--- config.mk ---
export PLATFORM = sky130hd
export DESIGN_NAME = lab3_4_serial_sub
export DESIGN_NICKNAME = d
export VERILOG_FILES = /design/src/rtl/lab3_4_serial_sub.sv
export SDC_FILE = /design/constraint.sdc
export NUM_CORES = 1
export LEC_CHECK = 0
export CAP_MARGIN = 20
export CORE_MARGIN = 10
export CORE_UTILIZATION = 25
export CTS_BUF_LIST = sky130_fd_sc_hd__clkbuf_16
export CTS_CLUSTER_DIAMETER = 50
export DETAILED_ROUTE_END_ITERATION = 7
export GPL_ROUTABILITY_DRIVEN = 0
export PLACE_DENSITY = 0.41
export SYNTH_ARGS = -nofsm -noshare
export SYNTH_HDL_FRONTEND = slang
export SYNTH_SLANG_ARGS = --single-unit
export TNS_END_PERCENT = 100
--- constraint.sdc ---
create_clock -name CLOCK_50 -period 3.4 [get_ports CLOCK_50]
set_input_delay 0.68 -clock CLOCK_50 [delete_from_list [all_inputs] [get_ports CLOCK_50]]
set_output_delay 0.68 -clock CLOCK_50 [all_outputs]
set_load 0.03 [all_outputs]
--- src/rtl/lab3_4_serial_sub.sv ---
// Bit-serial subtractor for the board top level: computes SW[7:4] - SW[3:0] - SW[9]
// one bit per step, LSB first, and shows difference, borrow-out and status on LEDR.
module lab3_4_serial_sub #(
  parameter int WIDTH    = 4,
  parameter int STEP_DIV = 1
) (
  input  logic       CLOCK_50,
  input  logic [3:0] KEY,
  input  logic [9:0] SW,
  output logic [9:0] LEDR
);

  localparam int CW = (WIDTH > 1) ? $clog2(WIDTH) : 1;
  localparam int SW_W = (STEP_DIV > 1) ? $clog2(STEP_DIV) : 1;

  typedef enum logic [1:0] {IDLE, RUN, DONE} state_t;

  logic clk;
  logic rst_n;
  assign clk   = CLOCK_50;
  assign rst_n = KEY[0];

  logic unused_inputs;
  assign unused_inputs = ^{KEY[3:2], SW[8]};

  state_t           state;
  logic             k1_s1, k1_s2, k1_prev;
  logic             start_p;
  logic [WIDTH-1:0] a_sh, b_sh, res;
  logic             brw;
  logic [CW-1:0]    bit_cnt;
  logic [SW_W-1:0]  step_cnt;
  logic             tick;
  logic             d, brw_nxt;
  logic [WIDTH-1:0] led_res;
  logic             led_brw, busy, done;

  // NOTE: the synchronizer resets to 1, the released-button level, so coming out
  // of reset never looks like a press.
  always_ff @(posedge clk or negedge rst_n) begin
    if (!rst_n) begin
      k1_s1   <= 1'b1;
      k1_s2   <= 1'b1;
      k1_prev <= 1'b1;
    end else begin
      k1_s1   <= KEY[1];
      k1_s2   <= k1_s1;
      k1_prev <= k1_s2;
    end
  end

  assign start_p = k1_prev & ~k1_s2;
  assign tick    = (step_cnt == SW_W'(STEP_DIV - 1));
  assign d       = a_sh[0] ^ b_sh[0] ^ brw;
  assign brw_nxt = (~a_sh[0] & b_sh[0]) | (~(a_sh[0] ^ b_sh[0]) & brw);

  // NOTE: every register here uses non-blocking assignments so all of them see the
  // pre-edge values of a_sh, b_sh, brw and res within the same step.
  always_ff @(posedge clk or negedge rst_n) begin
    if (!rst_n) begin
      state    <= IDLE;
      a_sh     <= '0;
      b_sh     <= '0;
      res      <= '0;
      brw      <= 1'b0;
      bit_cnt  <= '0;
      step_cnt <= '0;
      led_res  <= '0;
      led_brw  <= 1'b0;
      busy     <= 1'b0;
      done     <= 1'b0;
    end else begin
      case (state)
        IDLE, DONE: begin
          if (start_p) begin
            a_sh     <= SW[7:4];
            b_sh     <= SW[3:0];
            brw      <= SW[9];
            res      <= '0;
            bit_cnt  <= '0;
            step_cnt <= '0;
            led_res  <= '0;
            led_brw  <= 1'b0;
            busy     <= 1'b1;
            done     <= 1'b0;
            state    <= RUN;
          end
        end
        RUN: begin
          if (tick) begin
            a_sh     <= a_sh >> 1;
            b_sh     <= b_sh >> 1;
            brw      <= brw_nxt;
            res      <= {d, res[WIDTH-1:1]};
            bit_cnt  <= bit_cnt + 1'b1;
            step_cnt <= '0;
            // Result LEDs load only on the final step, so nothing partial is shown.
            if (bit_cnt == CW'(WIDTH - 1)) begin
              led_res <= {d, res[WIDTH-1:1]};
              led_brw <= brw_nxt;
              busy    <= 1'b0;
              done    <= 1'b1;
              state   <= DONE;
            end
          end else begin
            step_cnt <= step_cnt + 1'b1;
          end
        end
        default: state <= IDLE;
      endcase
    end
  end

  assign LEDR = {done, busy, 3'b000, led_brw, led_res};

endmodule

==> flow_summary_export.csv, run 1 <==
group,metric,value,unit
placement,place_inst,208,
clock_tree,path_clk_slew,0.06,ns
sta,min_period_over_period,0.589,
sta,slew_viol_final,0,
die,die_y,94.4,um
setup_path,crit_cells,1,
logic_synthesis,syn_area,1380,um^2
logic_synthesis,synthCells,130,
logic_synthesis,synth_commonest_cells,"dfrtp_1, mux2i_1, nand2_1",
clock_tree,cts.path.max_buffers,2,
setup_path,critPathMaxFanout,3,
setup_path,crit_path_start_kind,"register",
setup_path,reg2reg_depth,3,
setup_path,crit_buf_inv,1,
placement,numPortBuffers,18,
sta,fin_tns_setup,0,ns
power,ir_drop,0.272,mV
logic_synthesis,seq_area_frac_synth,0.473,
logic_synthesis,yosys_warnings,0,
sta,worst_slew_pin_slew,0.798,ns
setup_path,critPathLaunch,"led_res[1]",
power,p_per_area,847,nW/um^2
detailed_routing,drt_iter0_drc,37,
clock_tree,cts_setup_buffers,0,
setup_path,crit_chain,"clkdlybuf4s50_1",
sta,hold_violations,0,
logic_synthesis,async_reset_ff_frac,1.00,
sta,fin_hold_ws,0.358,ns
detailed_routing,finalWirelength,2640,um
placement,hpwl,1810,um
setup_path,crit_path_end_kind,"output pin",
grt,antenna_found_initial,0,
logic_synthesis,synth_top_family_by_area,"multiplexers",
logic_synthesis,synth_most_common_cell,"dfrtp_1",
clock_tree,clock-sinks,26,
die,dieArea,8910,um^2
sta,fin_ws,1.40,ns
status,status,"finished clean",
sta,relSlewSlack,0.468,
grt,grt_pass1_wl,4840,um
sta,fmax,499,MHz
clock_tree,cts_max_level,1,
setup_path,r2r-start,"state[1]",
logic_synthesis,synth_cell_types,25,
logic_synthesis,synth_mux_area_frac,0.192,
detailed_routing,drc,0,
logic_synthesis,postSynthAreaPerCell,10.6,um^2
logic_synthesis,synth_seq_cells,26,
sta,rsz0062_at_grt,"false",
clock_tree,cts_tree,"built",
logic_synthesis,synth_area_leaders,"dfrtp_1, mux2i_1, dfstp_2",
detailed_routing,vias_per_cell,4.25,
die,core,5440,um^2
setup_path,path_class,"reg2out",
setup_path,rrSetupSlack,1.85,ns
logic_synthesis,synth-xor-area-share,0.00633,
sta,fin_skew,0.00455,ns
setup_path,crit_family,"buffers and inverters",
sta,period_minus_slack,2.00,ns
final_layout,area_growth,17.5,%
final_layout,fin_nets,158,
setup_path,slowest_delay,0.69,ns
placement,pre_cts_ws,1.67,ns
clock_tree,postCtsHoldBufs,0,
clock_tree,cts_made_buffers,3,
setup_path,cp_slowest_cell,"clkdlybuf4s50_1",
final_layout,final-instance-count-excl-fill,212,
final_layout,diodes,0,
logic_synthesis,yosys.area_share.simple,0.133,
setup_path,r2r_end,"res[2]",
setup_path,cp.arrival,1.32,ns
detailed_routing,dr_total_vias,901,
hold_path,hold_path_class,"reg2reg",
logic_synthesis,synth_edf_count,0,
die,num_io_pins,25,
logic_synthesis,yosysTopAreaCell,"dfrtp_1",
detailed_routing,first_pass_iters,4,
sta,setup_viol,0,
die,num_rows,27,
grt,grt_max_degree,43,
run,drv_cap,0,
grt,gr-total-overflow,0,
detailed_routing,antenna_left,0,
die,die_w,94.4,um
power,finalPower,1380,uW
clock_tree,clockRootBuffer,"clkbuf_16",
logic_synthesis,synth-compound-area-share,0.0705,
clock_tree,clock_latency,0.26,ns
power,p_leak,0.000704,uW
logic_synthesis,yosysTopAreaCellShare,0.416,
clock_tree,cts_resized,0,
die,initial_core_util,0.254,
setup_path,cp-endpoint,"LEDR[1]",
grt,grt_pass1_vias,1022,
setup_path,cp.required,2.72,ns
logic_synthesis,synth_ff_type,"dfrtp_1",
detailed_routing,post_drt_wl_per_cell,12.5,um
grt,grt_usage,0.0681,
final_layout,drive_gt1_frac,0.100,
logic_synthesis,synth_fa_ha_area_frac,0.0235,
[cell families after synthesis]
family	after synthesis
and+or+nand+nor	39
buffers and inverters	18
DFF	26
xor gates and xnor gates	1
other	1
muxes	26
adders and majority gates	2
AOI/OAI and AO/OA	17
[final cells by class]
class,instances,area (um^2)
Tap cell,72,90.1
Clock inverter,1,3.75
Sequential cell,26,654
Inverter,2,7.51
Timing Repair Buffer,20,195
Fill cell,570,3810
Clock buffer,3,75.1
Multi-Input combinational cell,88,599
[layout by cell type (no fill, tap or decap)]
cell             netlist  layout
nand2b_1               1       1
dfrtp_1               23      23
nand2b_4               1       1
mux2i_1               22      22
clkdlybuf4s50_1        0      18
nand3_1               11      11
o211ai_1               5       5
mux2_2                 4       4
nor2b_2                1       1
nor2b_1                1       1
nand3b_1               1       1
clkbuf_16              0       3
nor2_1                 2       2
conb_1                 1       3
nand2_1               21      21
ha_1                   1       1
buf_4                  7       2
o21ai_0               11      11
xnor2_1                1       1
dfstp_2                3       3
fa_1                   1       1
a21oi_1                1       1
inv_1                  2       2
clkinv_1               0       1
[per-layer routing]
layer / vias up / GRT usage / wire length, um
met1: 424 / 0.0779 / 1190
met5: - / 0 / 0
met2: 21 / 0.112 / 1230
met3: 2 / 0.0309 / 206
li1: 454 / - / -
met4: 0 / 0.0190 / 14
[power by group]
part / total (uW) / leakage [uW] / switching [uW] / internal (uW)
registers: 543 / 0.000325 / 116 / 427
logic: 575 / 0.000341 / 302 / 272
clock network: 259 / 0.0000385 / 102 / 157
total: 1380 / 0.000704 / 520 / 857
[worst min path at each step]
| stage | startpoint | end | depth (start not counted) |
|---|---|---|---|
| after global placement | k1_s1 | k1_s2 | 0 |
| after CTS | k1_s1 | k1_s2 | 0 |
| after detailed placement | k1_s1 | k1_s2 | 0 |
| after floorplan | k1_s1 | k1_s2 | 0 |
| after global routing | k1_s1 | k1_s2 | 0 |
| final | k1_s1 | k1_s2 | 0 |
[metrics by stage]
stage	utilization	area (um^2)
floorplan	-	1390
CTS	0.299	1630
finish	0.299	1630
global route	0.299	1630
detailed placement	0.284	1550
global placement	0.284	1550
[flip-flops by register name, summed over array words and instances, names as in the netlist]
signal,count
a_sh,4
b_sh,4
bit_cnt,2
brw,1
busy,1
done,1
k1_prev,1
k1_s1,1
k1_s2,1
led_brw,1
led_res,4
res,3
state,2
Power figures use the tool's default switching activity.
==> run 2, diff against run 1 <==
PLACE_DENSITY = 0.43   (was 0.41)
clock period = 1.75 ns   (was 3.4 ns; I/O delays follow)
==> flow_summary_export.csv, run 2 (same netlist as run 1, synthesis figures left out) <==
group,metric,value,unit
die,num_io_pins,25,
power,p_per_area,1650,nW/um^2
clock_tree,cts_resized,0,
clock_tree,postCtsHoldBufs,0,
placement,postPlaceCellArea,1570,um^2
hold_path,hold-path-endpoint,"k1_s2",
grt,antenna_found_initial,0,
detailed_routing,post_drt_wl_per_cell,12.4,um
clock_tree,cts_max_level,1,
final_layout,mostFrequentLayoutCells,"dfrtp_1, mux2i_1, nand2_1",
clock_tree,cts_made_buffers,3,
setup_path,path_class,"reg2out",
setup_path,crit_path_end_kind,"output pin",
setup_path,crit_buf_inv,1,
sta,fin_tns_setup,0,ns
detailed_routing,vias_per_cell,4.28,
clock_tree,cts.path.max_buffers,2,
setup_path,cp.required,1.40,ns
final_layout,largestRegisters,"a_sh x4, b_sh x4, led_res x4",
hold_path,worstHoldStart,"k1_s1",
die,core,5440,um^2
grt,grt_max_degree,32,
run,drv_cap,0,
setup_path,crit_family,"buffers and inverters",
detailed_routing,dr_total_vias,911,
grt,grt_usage,0.0615,
final_layout,final_util,0.303,
sta,rsz0062_at_grt,"false",
die,num_rows,27,
sta,period_minus_slack,1.67,ns
die,die_y,94.4,um
detailed_routing,drc,0,
final_layout,area_growth,18.9,%
detailed_routing,antenna_left,0,
setup_path,r2r-start,"b_sh[0]",
final_layout,drive_gt1_frac,0.106,
die,dieArea,8910,um^2
clock_tree,cts_setup_buffers,0,
sta,min_period_over_period,0.956,
final_layout,multiInputGateArea,599,um^2
clock_tree,clock_latency,0.26,ns
clock_tree,clock-sinks,26,
setup_path,cp.arrival,1.32,ns
final_layout,fin_nets,159,
setup_path,crit_chain,"clkdlybuf4s50_1",
final_layout,final_common_cell,"dfrtp_1",
placement,hpwl,1810,um
setup_path,r2r_end,"res[3]",
detailed_routing,finalWirelength,2650,um
sta,slew_viol_final,0,
final_layout,diodes,0,
clock_tree,cts_tree,"built",
power,swShare,0.375,
final_layout,num-fill-cells,567,
setup_path,critPathMaxFanout,3,
clock_tree,path_clk_slew,0.07,ns
setup_path,rrSetupSlack,0.30,ns
sta,setup_viol,0,
setup_path,crit_path_start_kind,"register",
setup_path,cp_slowest_cell,"clkdlybuf4s50_1",
power,pwr-share-seq,0.388,
detailed_routing,drt_iter0_drc,33,
sta,hold_violations,0,
final_layout,final_cell_area,1650,um^2
sta,fin_hold_ws,0.358,ns
power,comb_power_share,0.423,
setup_path,slowest_delay,0.69,ns
grt,grt_pass1_wl,4430,um
detailed_routing,first_pass_iters,4,
power,p_int,1700,uW
sta,fin_skew,0.00214,ns
power,p_leak,0.000714,uW
die,initial_core_util,0.254,
sta,fmax,598,MHz
hold_path,min_path_cells,0,
power,clock_power_share,0.190,
status,status,"finished clean",
placement,numPortBuffers,18,
power,ir_drop,0.610,mV
die,die_w,94.4,um
hold_path,hold_path_class,"reg2reg",
setup_path,reg2reg_depth,5,
final_layout,seq_area,654,um^2
clock_tree,clockRootBuffer,"clkbuf_16",
grt,grt_pass1_vias,911,
power,switchingPower,1020,uW
grt,gr-total-overflow,0,
## run 2: cell type report
cell class | count | share of cell area
multi-input cells | 88 | 0.364
clock buffers | 3 | 0.0456
inverters | 2 | 0.00456
clock inverters | 1 | 0.00228
repair buffers | 21 | 0.131
flip-flops and latches | 26 | 0.398
well taps | 72 | 0.0548
## run 2: metrics by stage
stage               power [uW]  instances  setup WS (ns)
CTS                       2770        213         0.0668
floorplan                 1960        132          0.373
global placement          2200        209          0.318
global route              2950        213         0.0311
finish                    2720        213         0.0772
detailed placement        2240        209          0.302
## run 2: worst max path at each step
stage | to | start | depth (start not counted)
CTS | LEDR[8] | busy | 1
global placement | res[3] | b_sh[0] | 5
detailed placement | res[3] | b_sh[0] | 5
finish | LEDR[1] | led_res[1] | 1
floorplan | res[3] | a_sh[0] | 4
global route | LEDR[4] | led_brw | 1
## run 2: metal layers
metal | wire [um] | GRT usage
met3 | 247 | 0.0293
met1 | 1180 | 0.0711
met5 | 0 | 0
met2 | 1200 | 0.100
met4 | 19 | 0.0152
## run 2: power by group through the flow
stage / Clock (uW) / Sequential, uW / Combinational [uW]
after detailed placement: 0 / 1070 / 1170
after CTS: 532 / 1060 / 1170
after global placement: 0 / 1060 / 1150
final: 516 / 1050 / 1150
after floorplan: 0 / 1020 / 936
after global routing: 555 / 1100 / 1300
==> run 3, diff against run 2 <==
HOLD_SLACK_MARGIN = 0.06   (was default)
==> results of run 3 <==
The final DEF is identical to that of run 2; final timing and power are the same.
